==> config.mk <==
export PLATFORM = sky130hd
export DESIGN_NAME = fetch_buffer_flat
export DESIGN_NICKNAME = d
export VERILOG_FILES = /design/src/rtl/fetch_buffer_if.sv /design/src/rtl/fetch_buffer.sv /design/src/flat_wrapper.sv
export SDC_FILE = /design/constraint.sdc
export NUM_CORES = 1
export LEC_CHECK = 0
export CORE_UTILIZATION = 35
export CTS_BUF_LIST = sky130_fd_sc_hd__clkbuf_2 sky130_fd_sc_hd__clkbuf_4 sky130_fd_sc_hd__clkbuf_8
export CTS_CLUSTER_DIAMETER = 50
export CTS_CLUSTER_SIZE = 8
export DETAILED_ROUTE_END_ITERATION = 7
export PLACE_DENSITY = 0.55
export SETUP_SLACK_MARGIN = 0.2
export SLEW_MARGIN = 10
export SYNTH_ARGS = -nofsm -noshare
export SYNTH_HDL_FRONTEND = slang
export SYNTH_SLANG_ARGS = --single-unit
==> constraint.sdc <==
create_clock -name clock -period 3.7 [get_ports clock]
set_input_delay 0.37 -clock clock [delete_from_list [all_inputs] [get_ports clock]]
set_output_delay 0.37 -clock clock [all_outputs]
set_load 0.005 [all_outputs]
==> src/rtl/fetch_buffer_if.sv <==
// Bundles the fetch initiator's memory request port, redirect input and
// decode-side instruction queue port into one connection.
interface fetch_buffer_if;
    // memory request / response
    logic        mem_valid;
    logic        mem_instr;
    logic [31:0] mem_addr;
    logic [31:0] mem_rdata;
    logic        mem_ready;
    // front-end redirect (branch / trap)
    logic        redirect_valid;
    logic [31:0] redirect_addr;
    // decode-side queue head
    logic        instr_valid;
    logic        instr_ready;
    logic [31:0] instr_data;
    logic [31:0] instr_pc;

    // fetch_buffer side
    modport master (
        output mem_valid, mem_instr, mem_addr,
        input  mem_rdata, mem_ready,
        input  redirect_valid, redirect_addr,
        output instr_valid, instr_data, instr_pc,
        input  instr_ready
    );

    // memory / core side
    modport slave (
        input  mem_valid, mem_instr, mem_addr,
        output mem_rdata, mem_ready,
        output redirect_valid, redirect_addr,
        input  instr_valid, instr_data, instr_pc,
        output instr_ready
    );
endinterface

==> src/rtl/fetch_buffer.sv <==
// Instruction-fetch initiator: issues one word-aligned request at a time and
// queues returned words with their PC in a DEPTH-entry FIFO for decode.
// A redirect flushes the queue and discards any response still in flight.
module fetch_buffer #(
    parameter int unsigned DEPTH    = 4,
    parameter logic [31:0] RESET_PC = 32'h0000_0000
) (
    input  logic           clock,
    input  logic           reset,
    fetch_buffer_if.master bus
);
    localparam int unsigned    AW         = $clog2(DEPTH);
    localparam logic [AW:0]    FULL_COUNT = (AW + 1)'(DEPTH);

    typedef enum logic [1:0] {
        S_IDLE,
        S_REQ,
        S_WAIT
    } state_t;

    state_t        r_state;
    state_t        w_state_next;
    logic [31:0]   r_pc;
    logic          r_drop;
    logic [AW:0]   r_rd_ptr;
    logic [AW:0]   r_wr_ptr;
    logic [31:0]   r_mem_data [DEPTH];
    logic [31:0]   r_mem_pc   [DEPTH];

    logic [AW:0]   w_count;
    logic [AW:0]   w_count_after_pop;
    logic [AW:0]   w_count_next;
    logic          w_empty;
    logic          w_full;
    logic          w_push;
    logic          w_pop;
    logic          w_resp;

    // Queue occupancy; the extra pointer MSB separates full from empty.
    assign w_count = r_wr_ptr - r_rd_ptr;
    assign w_empty = (r_rd_ptr == r_wr_ptr);
    assign w_full  = (r_rd_ptr[AW] != r_wr_ptr[AW]) &&
                     (r_rd_ptr[AW-1:0] == r_wr_ptr[AW-1:0]);

    // A response completes the outstanding request only while waiting for it.
    assign w_resp = (r_state == S_WAIT) && bus.mem_ready;

    // A redirect flushes the queue that cycle, so neither a pop nor a push counts.
    assign w_pop  = !w_empty && bus.instr_ready && !bus.redirect_valid;
    assign w_push = w_resp && !r_drop && !bus.redirect_valid && (!w_full || w_pop);

    assign w_count_after_pop = w_count - (AW + 1)'(w_pop);
    assign w_count_next      = bus.redirect_valid ? '0
                             : w_count_after_pop + (AW + 1)'(w_push);

    // Request port: one-cycle strobe in REQ, address is the current fetch PC.
    assign bus.mem_valid = (r_state == S_REQ);
    assign bus.mem_instr = 1'b1;
    assign bus.mem_addr  = r_pc;

    // Queue head presented straight from storage; stable until popped.
    assign bus.instr_valid = !w_empty;
    assign bus.instr_data  = r_mem_data[r_rd_ptr[AW-1:0]];
    assign bus.instr_pc    = r_mem_pc[r_rd_ptr[AW-1:0]];

    // State register for the request sequencer.
    always_ff @(posedge clock or negedge reset) begin
        // NOTE: sequential state uses non-blocking assignment so every flop
        // samples pre-edge values regardless of block evaluation order.
        if (!reset) begin
            r_state <= S_IDLE;
        end else begin
            r_state <= w_state_next;
        end
    end

    // Next-state: issue only while a queue slot is free for the response.
    always_comb begin
        // NOTE: the default up front covers every path, so no latch is inferred.
        w_state_next = r_state;
        unique case (r_state)
            S_IDLE: begin
                if (!bus.redirect_valid && (w_count_after_pop < FULL_COUNT)) begin
                    w_state_next = S_REQ;
                end
            end
            S_REQ: begin
                w_state_next = S_WAIT;
            end
            S_WAIT: begin
                if (bus.mem_ready) begin
                    w_state_next = (w_count_next < FULL_COUNT) ? S_REQ : S_IDLE;
                end
            end
            default: begin
                w_state_next = S_IDLE;
            end
        endcase
    end

    // Fetch PC and the flag that discards a response made stale by a redirect.
    always_ff @(posedge clock or negedge reset) begin
        if (!reset) begin
            r_pc   <= RESET_PC;
            r_drop <= 1'b0;
        end else if (bus.redirect_valid) begin
            r_pc   <= bus.redirect_addr & ~32'h3;
            r_drop <= (r_state == S_REQ) || ((r_state == S_WAIT) && !bus.mem_ready);
        end else if (w_resp) begin
            if (!r_drop) begin
                r_pc <= r_pc + 32'd4;
            end
            r_drop <= 1'b0;
        end
    end

    // Queue pointers; a flush empties the queue by catching rd up to wr.
    always_ff @(posedge clock or negedge reset) begin
        if (!reset) begin
            r_rd_ptr <= '0;
            r_wr_ptr <= '0;
        end else if (bus.redirect_valid) begin
            r_rd_ptr <= r_wr_ptr;
        end else begin
            if (w_push) begin
                r_wr_ptr <= r_wr_ptr + 1'b1;
            end
            if (w_pop) begin
                r_rd_ptr <= r_rd_ptr + 1'b1;
            end
        end
    end

    // Queue storage: returned word paired with the PC it was fetched from.
    always_ff @(posedge clock or negedge reset) begin
        // NOTE: storage is reset so the head outputs read zero during reset.
        if (!reset) begin
            r_mem_data <= '{default: '0};
            r_mem_pc   <= '{default: '0};
        end else if (w_push) begin
            r_mem_data[r_wr_ptr[AW-1:0]] <= bus.mem_rdata;
            r_mem_pc[r_wr_ptr[AW-1:0]]   <= r_pc;
        end
    end

    // A response strobe outside WAIT is a responder protocol error.
    a_ready_only_in_wait: assert property (
        @(posedge clock) disable iff (!reset) bus.mem_ready |-> (r_state == S_WAIT)
    );
endmodule

==> src/flat_wrapper.sv <==
// flat-port wrapper written by rule: the top's interface ports become plain ports
module fetch_buffer_flat 
#(
    parameter int unsigned DEPTH    = 4,
    parameter logic [31:0] RESET_PC = 32'h0000_0000
)
  (clock, reset, bus_mem_valid, bus_mem_instr, bus_mem_addr, bus_mem_rdata, bus_mem_ready, bus_redirect_valid, bus_redirect_addr, bus_instr_valid, bus_instr_data, bus_instr_pc, bus_instr_ready);
  fetch_buffer_if bus_i ();
  input  logic clock;
  input  logic reset;
  output wire logic [$bits(bus_i.mem_valid)-1:0] bus_mem_valid;
  output wire logic [$bits(bus_i.mem_instr)-1:0] bus_mem_instr;
  output wire logic [$bits(bus_i.mem_addr)-1:0] bus_mem_addr;
  input wire logic [$bits(bus_i.mem_rdata)-1:0] bus_mem_rdata;
  input wire logic [$bits(bus_i.mem_ready)-1:0] bus_mem_ready;
  input wire logic [$bits(bus_i.redirect_valid)-1:0] bus_redirect_valid;
  input wire logic [$bits(bus_i.redirect_addr)-1:0] bus_redirect_addr;
  output wire logic [$bits(bus_i.instr_valid)-1:0] bus_instr_valid;
  output wire logic [$bits(bus_i.instr_data)-1:0] bus_instr_data;
  output wire logic [$bits(bus_i.instr_pc)-1:0] bus_instr_pc;
  input wire logic [$bits(bus_i.instr_ready)-1:0] bus_instr_ready;
  assign bus_mem_valid = bus_i.mem_valid;
  assign bus_mem_instr = bus_i.mem_instr;
  assign bus_mem_addr = bus_i.mem_addr;
  assign bus_i.mem_rdata = bus_mem_rdata;
  assign bus_i.mem_ready = bus_mem_ready;
  assign bus_i.redirect_valid = bus_redirect_valid;
  assign bus_i.redirect_addr = bus_redirect_addr;
  assign bus_instr_valid = bus_i.instr_valid;
  assign bus_instr_data = bus_i.instr_data;
  assign bus_instr_pc = bus_i.instr_pc;
  assign bus_i.instr_ready = bus_instr_ready;
  fetch_buffer #(.DEPTH(DEPTH), .RESET_PC(RESET_PC)) u_core (.clock(clock), .reset(reset), .bus(bus_i));
endmodule
==> summary.txt <==
STA
  – Slew Limit Headroom: 0.262
  – Final setup margin: 0.504 ns
  – Total negative slack: 0 ns
  – Worst hold slack: 0.277 ns
  – Final setup violating endpoints: 0
  – Final Max Slew Viols: 0
  – Min Tclk post-route: 3.20 ns
  – F_max: 313 MHz
  – Skew final: 0.0129 ns
  – Final hold vios: 0
  – Crit share post-route: 0.864
  – RSZ-0062 raised after global routing: false
  – Slew @ Worst Pin: 1.11 ns

Drt
  – Routed WL: 31,100 um
  – Starting DRC count in detailed routing: 278
  – Vias per cell: 4.94
  – Antenna-violating nets left: 0
  – First-pass DRT Iterations: 6
  – Vias: 7,678
  – DR DRC count: 0
  – WL/cell: 20.0 um

Layout
  – Layout cells sized above 1: 0.168
  – Area growth from synthesis to layout: 19.1%
  – Finished Cell Area: 16,000 um2
  – Diode count: 0
  – Final #Nets: 1,108
  – Fillers: 3,515
  – Final Non-Filler Cells: 1,554

CTS
  – Clock Latency Late Sink: 0.57 ns
  – Clk sinks: 287
  – Clock Tree Root: clkbuf_8
  – Post CTS Setup Buffer Count: 0
  – Clk buf depth: 3
  – Clock slew at reported path FFs: 0.06 ns
  – CTS tree: yes
  – Number of CTS-inserted buffers: 43
  – H-tree depth: 2

Floorplanning
  – Initial Util: 0.356
  – Die Height: 198 um
  – Core outline area: 37,800 um2
  – Die X: 198 um
  – Die area: 39,200 um2
  – Row Count: 71
  – IO Pins: 168

Critical path
  – Crit end category: output port
  – Max Fanout on Critical Path: 65
  – Critical Path AT: 2.83 ns
  – Cells on worst reg2reg path: 9
  – Critical Path RT: 3.33 ns
  – Crit path launch type: flop
  – Reg2reg start: u_core.r_rd_ptr[0]
  – Critical path class: reg -> out
  – R2R Path End: u_core.r_state[0]
  – R2R Setup Slk: 0.90 ns

Synth
  – Number of synthesized register bits: 287
  – Cells after Synth: 872
  – Count leader, synth: dfrtp_1
  – Top cells by area, synth: dfrtp_1, mux2_1, mux4_2, mux2_4, buf_8
  – Post-synth top cells: dfrtp_1, mux2_1, mux4_2
  – Ys Warns: 0
  – Post-synth EDFFs: 0
  – Commonest register cell after synthesis: dfrtp_1
  – Async SR Flop Fraction: 1.00
  – Count of different cell masters after synthesis: 45
  – Synth Cell Area: 13,400 um2
  – Sequential area share after synthesis: 0.534
  – Post-Syn Area per Cell: 15.4 um2
  – Share of the synthesized area in the top cell type: 0.534
  – Yosys top cell by area: dfrtp_1

GRT
  – Overall Global Routing Usage: 0.166
  – Largest net degree at the start of global routing: 97
  – Vias in the first global route: 8,127
  – Remaining Overflow, GRT: 0
  – First-pass GRT wire length: 49,700 um
  – Initial antenna violation count: 0

Min path
  – Hold Startpoint: bus_redirect_valid
  – Hold Path End: u_core.bus.mem_addr[31]
  – Min-delay worst type: in -> reg
  – Hold Path Stages: 3

Power
  – Int Pwr: 0.00760 W
  – Logic pwr share: 0.336
  – Switch share: 0.290
  – Sequential power share: 0.440
  – Leak pwr: 7.28 nW
  – Pwr Density: 669 nW/um2
  – Worst IR Drop VDD: 313 uV
  – Net Switching: 0.00311 W
  – Clock power frac: 0.223

Run status
  – Outcome: completed

Flow run
  – Maxcap violations: 0

Placement
  – DP Worst Slack: 0.773 ns
  – DP Area: 15,300 um2
  – Hpwl dp: 19,100 um
  – DP Cell Count: 1,496
  – PortBufs: 160
  – Final GP Congestion: 0.738
-- cell families after synthesis --
kind of cell	after synthesis	synth area share
AO/OA/AOI/OAI	36	0.0144
AND/OR/NAND/NOR	113	0.0461
adder cells (fa/ha/maj)	8	0.00856
multiplexers	314	0.322
flip-flops	287	0.534
other	2	0.000558
buffers and inverters	74	0.0497
XOR/XNOR	38	0.0247
-- per-layer routing --
layer  global-route usage  share of wire  wire [um]  vias to the layer above
met2                0.257           0.46      14300                      167
li1                     -              -          -                     3463
met4               0.0422          0.013        411                        0
met3               0.0428          0.056       1750                       39
met5                    0              0          0                        -
met1                0.231           0.47      14700                     4009
-- state kept, by name (all words and copies together) (netlist names) --
register and count:
u_core.r_mem_data 128, u_core.bus.mem_addr 30, u_core.r_mem_pc 120, u_core.r_wr_ptr 3, u_core.r_state 2, u_core.r_rd_ptr 3, u_core.r_drop 1
-- final cells by class --
class,instances,area (um2),area share
inverter,7,26.3,0.00164
timing repair buffer,178,1830,0.114
sequential,287,7190,0.449
multi-input combinational,514,5610,0.350
clock inverter,4,27.5,0.00172
tap,511,639,0.0399
clock buffer,53,698,0.0436
-- worst max path at each step --
| stage | start | to | slack [ns] |
|---|---|---|---|
| 6_report | u_core.r_rd_ptr[1] | bus_instr_pc[11] | 0.50 |
| 5_1_grt | u_core.r_rd_ptr[0] | bus_instr_pc[31] | 0.33 |
| 4_1_cts | u_core.r_rd_ptr[0] | bus_instr_pc[31] | 0.40 |
| 3_5_place_dp | bus_mem_ready | u_core.r_mem_pc[37] | 0.77 |
| 3_3_place_gp | bus_instr_ready | u_core.r_state[0] | 0.80 |
| 2_1_floorplan | u_core.r_rd_ptr[1] | u_core.r_state[0] | 0.99 |
-- critical path: stages, from the launching register on --
cell	delay, ns
dfrtp_4	0.41
buf_4	0.85
mux4_2	0.40
clkdlybuf4s50_1	0.58
-- repair_timing --
| item | 4_1_cts | 5_1_grt |
|---|---|---|
| gates resized for setup | 0 | 0 |
| hold buffers | 1 | 0 |
| hold endpoints to repair | 93 | 0 |
-- cells in the final DEF (no fill, tap or decap), drive strengths merged, types with 9 or more instances in the layout --
cell and count:
nand2 42, nand4 9, nand3 12, xnor2 27
clkdlybuf4s50 158, buf 19, clkbuf 53, nor3 9
dfrtp 287, mux2 250, xor2 11, mux4 62
o21ai 32
-- power by group through the flow --
stage | sequential (W) | clock [W] | combinational [W]
global route | 0.00486 | 0.00264 | 0.00395
global placement | 0.00474 | 0 | 0.00366
CTS | 0.00471 | 0.00251 | 0.00371
floorplan | 0.00454 | 0 | 0.00229
detailed placement | 0.00477 | 0 | 0.00369
finish | 0.00471 | 0.00239 | 0.00360
-- metrics by stage --
step	utilization	total power (W)
final	0.424	0.0107
after global routing	0.424	0.0115
after CTS	0.424	0.0109
after detailed placement	0.405	0.00846
after global placement	0.405	0.00839
after floorplan	-	0.00684
Note: power is estimated with default switching activity, not from simulation.
